==> src/rtl/phy_tx_pkg.sv <==
// Shared TX/RX PHY lane definitions: idle comma word, lane FSM encoding, frame length.
// Latency: n/a (constants and a constant function only).
// Backpressure: n/a.
package phy_tx_pkg;

  // K28.5 comma byte; an idle lane word is four of these back to back.
  localparam logic [7:0]  IDLE_COM       = 8'hBC;
  localparam logic [31:0] IDLE_WORD_DFLT = {4{IDLE_COM}};

  // Lane framing state: IDLE frames carry commas, DATA frames carry a payload word.
  typedef enum logic {
    IDLE = 1'b0,
    DATA = 1'b1
  } lane_state_t;

  // Serial frame length in bit times; the optional parity bit trails the word LSB.
  function automatic int frame_len(input int width, input bit parity_en);
    return parity_en ? width + 1 : width;
  endfunction

endpackage

==> src/rtl/lane_serializer.sv <==
// Per-lane parallel-to-serial: word loaded at the load slot, MSB-first, idle commas when no data.
// Latency: MSB on data_out one edge after the load edge; frames back-to-back, no gap bits.
// Backpressure: ready_out pulses one cycle per frame; upstream holds its word until then.
// Optional feature macro: LANE_PARITY_EN appends an even-parity bit to every frame.
module lane_serializer
  import phy_tx_pkg::*;
#(
  parameter int                WIDTH     = 32,
  parameter logic [WIDTH-1:0]  IDLE_WORD = IDLE_WORD_DFLT
) (
  input  logic             clk_32f,
  input  logic             reset,
  input  logic [WIDTH-1:0] data_in,
  input  logic             valid_in,
  output logic             ready_out,
  output logic             data_out,
  output logic             valid_out,
  output logic             active_out
);

`ifdef LANE_PARITY_EN
  localparam bit PARITY_EN = 1'b1;
`else
  localparam bit PARITY_EN = 1'b0;
`endif

  localparam int               FRAME = frame_len(WIDTH, PARITY_EN);
  localparam int               CNT_W = $clog2(FRAME);
  localparam logic [CNT_W-1:0] LAST  = CNT_W'(FRAME - 1);

  logic [CNT_W-1:0] bit_cnt;
  logic [WIDTH-1:0] shift_reg;
  lane_state_t      state;
  lane_state_t      state_nxt;
  logic             load;
  logic             frame_bit;

  // Bit-time counter; wraps at the end of each frame so the load slot recurs every FRAME cycles.
  always_ff @(posedge clk_32f or posedge reset) begin
    if (reset)     bit_cnt <= '0;
    else if (load) bit_cnt <= '0;
    else           bit_cnt <= bit_cnt + CNT_W'(1);
  end

  // Lane FSM state register.
  always_ff @(posedge clk_32f or posedge reset) begin
    if (reset) state <= IDLE;
    else       state <= state_nxt;
  end

  // Next state: the frame type is only decided at the load slot.
  always_comb begin
    state_nxt = state;
    if (load) state_nxt = valid_in ? DATA : IDLE;
  end

  // Load slot decode from the registered counter, so it stays low while in reset.
  always_comb begin
    load      = (bit_cnt == LAST);
    ready_out = load;
  end

  // Shifter: load the accepted word (or idle) at the slot, otherwise shift toward the MSB.
  always_ff @(posedge clk_32f or posedge reset) begin
    if (reset)     shift_reg <= IDLE_WORD;
    else if (load) shift_reg <= valid_in ? data_in : IDLE_WORD;
    else           shift_reg <= {shift_reg[WIDTH-2:0], 1'b0};
  end

`ifdef LANE_PARITY_EN
  logic par_bit;

  // Even parity of the frame's word, captured at load and sent in the last bit time.
  always_ff @(posedge clk_32f or posedge reset) begin
    if (reset)     par_bit <= ^IDLE_WORD;
    else if (load) par_bit <= valid_in ? ^data_in : ^IDLE_WORD;
  end

  // The load edge itself carries the parity bit of the outgoing frame.
  assign frame_bit = load ? par_bit : shift_reg[WIDTH-1];
`else
  // The load edge itself carries the LSB of the outgoing frame.
  assign frame_bit = shift_reg[WIDTH-1];
`endif

  // Registered serial output; valid follows the type of the frame currently on the wire.
  always_ff @(posedge clk_32f or posedge reset) begin
    if (reset) begin
      data_out  <= 1'b0;
      valid_out <= 1'b0;
    end else begin
      data_out  <= frame_bit;
      valid_out <= (state == DATA);
    end
  end

  // Sticky link-active flag, set on the first data frame after reset.
  always_ff @(posedge clk_32f or posedge reset) begin
    if (reset)                                   active_out <= 1'b0;
    else if (state == IDLE && state_nxt == DATA) active_out <= 1'b1;
  end

endmodule
==> config.mk <==
export PLATFORM = sky130hd
export DESIGN_NAME = lane_serializer
export DESIGN_NICKNAME = d
export VERILOG_FILES = /design/src/rtl/phy_tx_pkg.sv /design/src/rtl/lane_serializer.sv
export SDC_FILE = /design/constraint.sdc
export NUM_CORES = 1
export LEC_CHECK = 0
export BUFFER_PORTS_ARGS = -buffer_cell sky130_fd_sc_hd__buf_2
export CORE_UTILIZATION = 45
export DETAILED_ROUTE_END_ITERATION = 10
export GPL_TIMING_DRIVEN = 0
export PLACE_DENSITY = 0.7
export SYNTH_ARGS = -nofsm -noshare
export SYNTH_HDL_FRONTEND = slang
export SYNTH_SLANG_ARGS = --single-unit
export TNS_END_PERCENT = 50
==> constraint.sdc <==
create_clock -name clk_32f -period 2.1 [get_ports clk_32f]
set_input_delay 0.315 -clock clk_32f [delete_from_list [all_inputs] [get_ports clk_32f]]
set_output_delay 0.315 -clock clk_32f [all_outputs]
set_load 0.01 [all_outputs]
==> metrics.txt, run 1 <==
status=complete, no violations; area grow syn2layout=21.99%; Max Root-Sink Buffers=2; leakage=0.8688 nW; nets@finish=183; H-tree depth=2; share of flip-flops with an asynchronous set or reset=1.000; max incr delay on CP=0.42 ns; Worst setup SP type=flop; Ys Warns=0; Slew Limit Headroom=0.4507; Die Width=60.10 um; Avg Cell Area, Syn=15.19 um2; synth top area cells=dfrtp_1 (35%), dfstp_2 (35%), o22a_1 (11%), a22o_1 (6.3%), ha_1 (2.5%); largest net degree at the start of global routing=42; Clock Tree Root=clkbuf_4; largest area contributor in the netlist=dfrtp_1; # DRC=0; min Tclk post-route=1.898 ns; MaxCap Viol Count=0; GRT overflow=0; antenna-violating nets left=0; Unique masters post-synth=22; PwrDens=771.4 nW/um2; Clock Skews=0.01032 ns; max reg flops=32; core area=3128 um2; Cell Chain, Critical Path=ha_1, and3_1, ha_1, buf_2; Chip Height=60.10 um; TritonCTS clock tree=yes; CTS resizes=0; initial core utilization=0.4856; WL/cell=14.31 um; Clk Latency, worst-skew pair=0.35 ns; worst path arrival time=1.58 ns; number of global-route vias before repair=929; Max Fclk=526.9 MHz; Worst EP required=1.78 ns; area fraction of the dominant cell type after synthesis=0.3460; Mapped Cells=100; Sink Count=41; Worst-path clk slew=0.12 ns; Peak VDD IR=0.0004231 V; count leader, synth=dfrtp_1; setup tns final=0 ns; multi-input logic area=401.6 um2; count of final setup violators=0; Vias=949; routability cong.=0.6980; Post-Syn Nets=138; final core utilization=0.5924; synthesized area=1519 um2; Reg area=1051 um2; drt first pass iters=4; critical path's slowest cell=dfrtp_1; first-pass GRT wire length=4.395 mm; Port Buffers=38; flops & latches, synth=41; period utilization=0.9037; total clock buffers created by CTS=5; crit-path max FO=5; final hold violations=0; final slew viol count=0; fill count=270; # diodes=0; I/O pin count=39; DRT Wirelength=2.719 mm; top post-synthesis cells by count=dfrtp_1 (21), dfstp_2 (20), o22a_1 (19); Post-CTS Setup Repair Bufs=0; Synth Flop Type=dfrtp_1; CP endpoint kind=output pin; slew of the pin with the lowest slew margin=0.8227 ns; Top cell by count, worst path=ha_1; Post-synth EDFFs=0; class of the worst hold path=input port to asynchronous set/reset pin; Avg Vias per Cell=4.995; detailed placer's ending HPWL=1.798 mm; # rows=20; Seq/Total Area, Yosys=0.6919; Hold Buf Count CTS=0; Global Route Usage Sum=0.1770; RSZ-0062 raised after global routing=false; die area=3612 um2; crit path kind=flop to output pin; Iter 0 DRT Violations=53; fraction of final layout cells sized beyond drive strength 1=0.5274; FF-to-FF path depth=7; antenna violations before repair=0
logic make-up (layout without fill, tap and decap cells):
kind of cell,after synthesis,count (layout),synth area share
xor gates and xnor gates,1,1,0.005767
buffers and inverters,10,56,0.04365
and+or+nand+nor,11,11,0.04118
adders and majority gates,3,3,0.02471
muxes,1,1,0.007413
DFF,41,41,0.6919
AOI/OAI and AO/OA,33,33,0.1853
area by class of cell:
cell class | count | area share
Buffer | 6 | 0.02768
Clock buffer | 6 | 0.02768
Clock inverter | 2 | 0.02026
Inverter | 4 | 0.008103
Multi-Input combinational cell | 49 | 0.2167
Sequential cell | 41 | 0.5672
Tap cell | 44 | 0.02971
Timing Repair Buffer | 38 | 0.1026
critical path, delay by kind of cell (launching register included):
| kind | cells | cell delay (ns) |
|---|---|---|
| fa+ha+maj | 2 | 0.46 |
| buf+inv | 1 | 0.15 |
| flops | 1 | 0.42 |
| simple gates | 1 | 0.21 |
report_power, final:
group / switching, mW / internal (mW)
combinational: 0.0330 / 0.0356
sequential: 0.00579 / 0.815
clock: 0.257 / 0.283
total: 0.296 / 1.13
metrics by stage:
stage,power (mW),instances,hold slack [ns],setup WS [ns],area (um2)
finish,1.429,190,0.1083,0.2023,1853
detailed placement,0.9039,182,0.3813,0.3705,1764
global placement,0.9003,182,0.3798,0.3901,1764
global route,1.493,190,0.1498,0.1111,1853
floorplan,0.8604,100,0.3743,0.4674,1519
CTS,1.445,190,0.1253,0.1796,1853
cell usage in the layout, fill, tap and decap left out, types with 2 or more instances in the layout:
master and instances:
and3_1 2, ha_1 3, dfstp_2 20, nor2_1 4, dfrtp_1 21, a22o_1 11
buf_6 3, inv_1 2, inv_2 2, buf_2 40, clkbuf_4 5, o22a_1 19
worst paths after layout:
check | from | endpoint | slack [ns]
min in group clk_32f | data_in[13] | shift_reg[13] | 0.17
max in group asynchronous | reset | bit_cnt[2] | 1.47
max | bit_cnt[0] | ready_out | 0.20
min reg2reg | shift_reg[31] | data_out | 0.40
max reg2reg | bit_cnt[0] | shift_reg[1] | 0.34
min | reset | shift_reg[9] | 0.11
per-layer routing:
metal | global-route usage | vias to the layer above | share of wire
li1 | - | 455 | -
met3 | 0.05844 | 6 | 0.051
met2 | 0.2684 | 27 | 0.47
met4 | 0.07973 | 0 | 0.021
met1 | 0.2297 | 461 | 0.45
met5 | 0 | - | 0
Note: power is estimated with default switching activity, not from simulation.
==> run 2: changes to the inputs <==
--- a/config.mk
+++ b/config.mk
@@ -10,6 +10,7 @@
 export DETAILED_ROUTE_END_ITERATION = 10
 export GPL_TIMING_DRIVEN = 0
 export PLACE_DENSITY = 0.7
+export SETUP_SLACK_MARGIN = 0.5
 export SYNTH_ARGS = -nofsm -noshare
 export SYNTH_HDL_FRONTEND = slang
 export SYNTH_SLANG_ARGS = --single-unit
==> metrics.txt, run 2 (synthesized netlist as in run 1, its figures left out) <==
MaxCap Viol Count=0; antenna-violating nets left=0; Vias=989; total clock buffers created by CTS=5; PwrDens=720.1 nW/um2; max reg flops=32; Peak VDD IR=0.0004081 V; worst path arrival time=1.40 ns; Iter 0 DRT Violations=25; commonest non-fill, non-tap cell in the layout=buf_2; GRT overflow=0; count of final setup violators=0; H-tree depth=2; Critical R2R Launch=bit_cnt[1]; detailed placer's ending HPWL=1.831 mm; Die Width=60.10 um; Placed Area=1767 um2; area grow syn2layout=29.32%; final hold violations=0; Post-Layout Inst Area=1964 um2; Clock Tree Root=clkbuf_4; initial core utilization=0.4856; Setup crit start=bit_cnt[1]; drt first pass iters=4; met2 Use GR=0.2951; RSZ-0062 raised after global routing=true; reg-to-reg setup timing slack=0.42 ns; CP endpoint kind=output pin; met1 Track Usage GR=0.2257; Global Route Usage Sum=0.1851; crit path kind=flop to output pin; Max Fclk=583.6 MHz; Clock Power Share=0.372; first-pass GRT wire length=4.581 mm; antenna violations before repair=0; I/O pin count=39; WL/cell=14.26 um; TritonCTS clock tree=yes; Port Buffers=38; Sink Count=41; crit-path max FO=2; Clk Latency, worst-skew pair=0.35 ns; largest net degree at the start of global routing=42; Comb pwr share=0.048; Sequential Power Share=0.580; die area=3612 um2; # rows=20; GR peak layer=met2; number of global-route vias before repair=982; Slew Limit Headroom=0.4674; M3 GR Usage=0.05844; final slew viol count=0; Worst setup SP type=flop; fraction of final layout cells sized beyond drive strength 1=0.5677; Switching Power=0.2796 mW; min Tclk post-route=1.714 ns; fill count=256; Hold Buf Count CTS=0; routability cong.=0.7064; period utilization=0.8160; final core utilization=0.6280; worst reg2reg path endpoint=shift_reg[6]; # DRC=0; Worst EP required=1.78 ns; status=complete, no violations; most frequent cells in the layout=buf_2 (37), dfrtp_1 (21), dfstp_2 (20); Sw Ratio=0.1976; Clock Skews=0.006687 ns; nets@finish=192; leakage=0.9121 nW; Chip Height=60.10 um; # diodes=0; core area=3128 um2; Worst-path clk slew=0.11 ns; setup tns final=0 ns; DRT Wirelength=2.838 mm; class of the worst hold path=input port to asynchronous set/reset pin; FF-to-FF path depth=7; Max Root-Sink Buffers=2; Int Pwr=1.135 mW; end point of the critical path=ready_out; Avg Vias per Cell=4.970; slew of the pin with the lowest slew margin=0.7977 ns
==> run 2: cell count changes in the layout (fill, tap and decap cells not counted), moves of 2 or more <==
cell   previous run  this run
ha_1              3         1
buf_4             1        10
buf_2            40        37
buf_6             3         6
==> run 2: critical path, stage by stage, from the launching register on <==
cell	delay (ns)
dfrtp_1	0.40
ha_2	0.19
and3_4	0.19
ha_4	0.16
buf_6	0.11
==> run 2: worst min-delay path by stage <==
stage / end / slack [ns] / depth (start not counted) / from
global route: data_out / 0.15 / 2 / reset
CTS: shift_reg[9] / 0.12 / 2 / reset
floorplan: valid_out / 0.37 / 0 / state
finish: active_out / 0.11 / 2 / reset
global placement: data_out / 0.38 / 0 / shift_reg[31]
detailed placement: data_out / 0.38 / 0 / shift_reg[31]
==> run 2: area by class of cell <==
type                       instances  area (um2)  area share
clock inverter                     1       30.03     0.01529
timing repair buffer              47       267.8      0.1363
clock buffer                       7       55.05     0.02803
tap                               44       55.05     0.02803
inverter                           4       15.01    0.007643
sequential                        41        1051      0.5350
multi-input combinational         49       430.4      0.2191
buffer                             6       60.06     0.03057
==> run 2: repair_timing <==
action / 4_1_cts / 5_1_grt
gates cloned: 1 / 0
gates resized for setup: 7 / 4
endpoints found under the setup margin: 29 / 30
setup buffers: 6 / 2
pin swaps: 2 / 2
==> run 2: stage by stage <==
step | cells | power, mW | worst slack [ns] | hold slack (ns)
after floorplan | 100 | 0.8604 | 0.5073 | 0.3743
after global placement | 182 | 0.9002 | 0.4337 | 0.3798
after detailed placement | 182 | 0.9030 | 0.4026 | 0.3825
after CTS | 197 | 1.434 | 0.3669 | 0.1159
after global routing | 199 | 1.478 | 0.3242 | 0.1489
final | 199 | 1.415 | 0.3864 | 0.1058
==> run 2: routing by layer <==
metal / share of wire / up-vias
li1: - / 472
met1: 0.44 / 487
met2: 0.50 / 23
met3: 0.041 / 7
met4: 0.021 / 0
met5: 0 / -
==> run 2: power groups by stage <==
stage               combinational, mW  sequential, mW  clock (mW)
global route                   0.0764           0.823       0.579
detailed placement             0.0685           0.834           0
CTS                            0.0698           0.821       0.544
floorplan                      0.0266           0.834           0
global placement               0.0667           0.833           0
finish                         0.0680           0.821       0.526
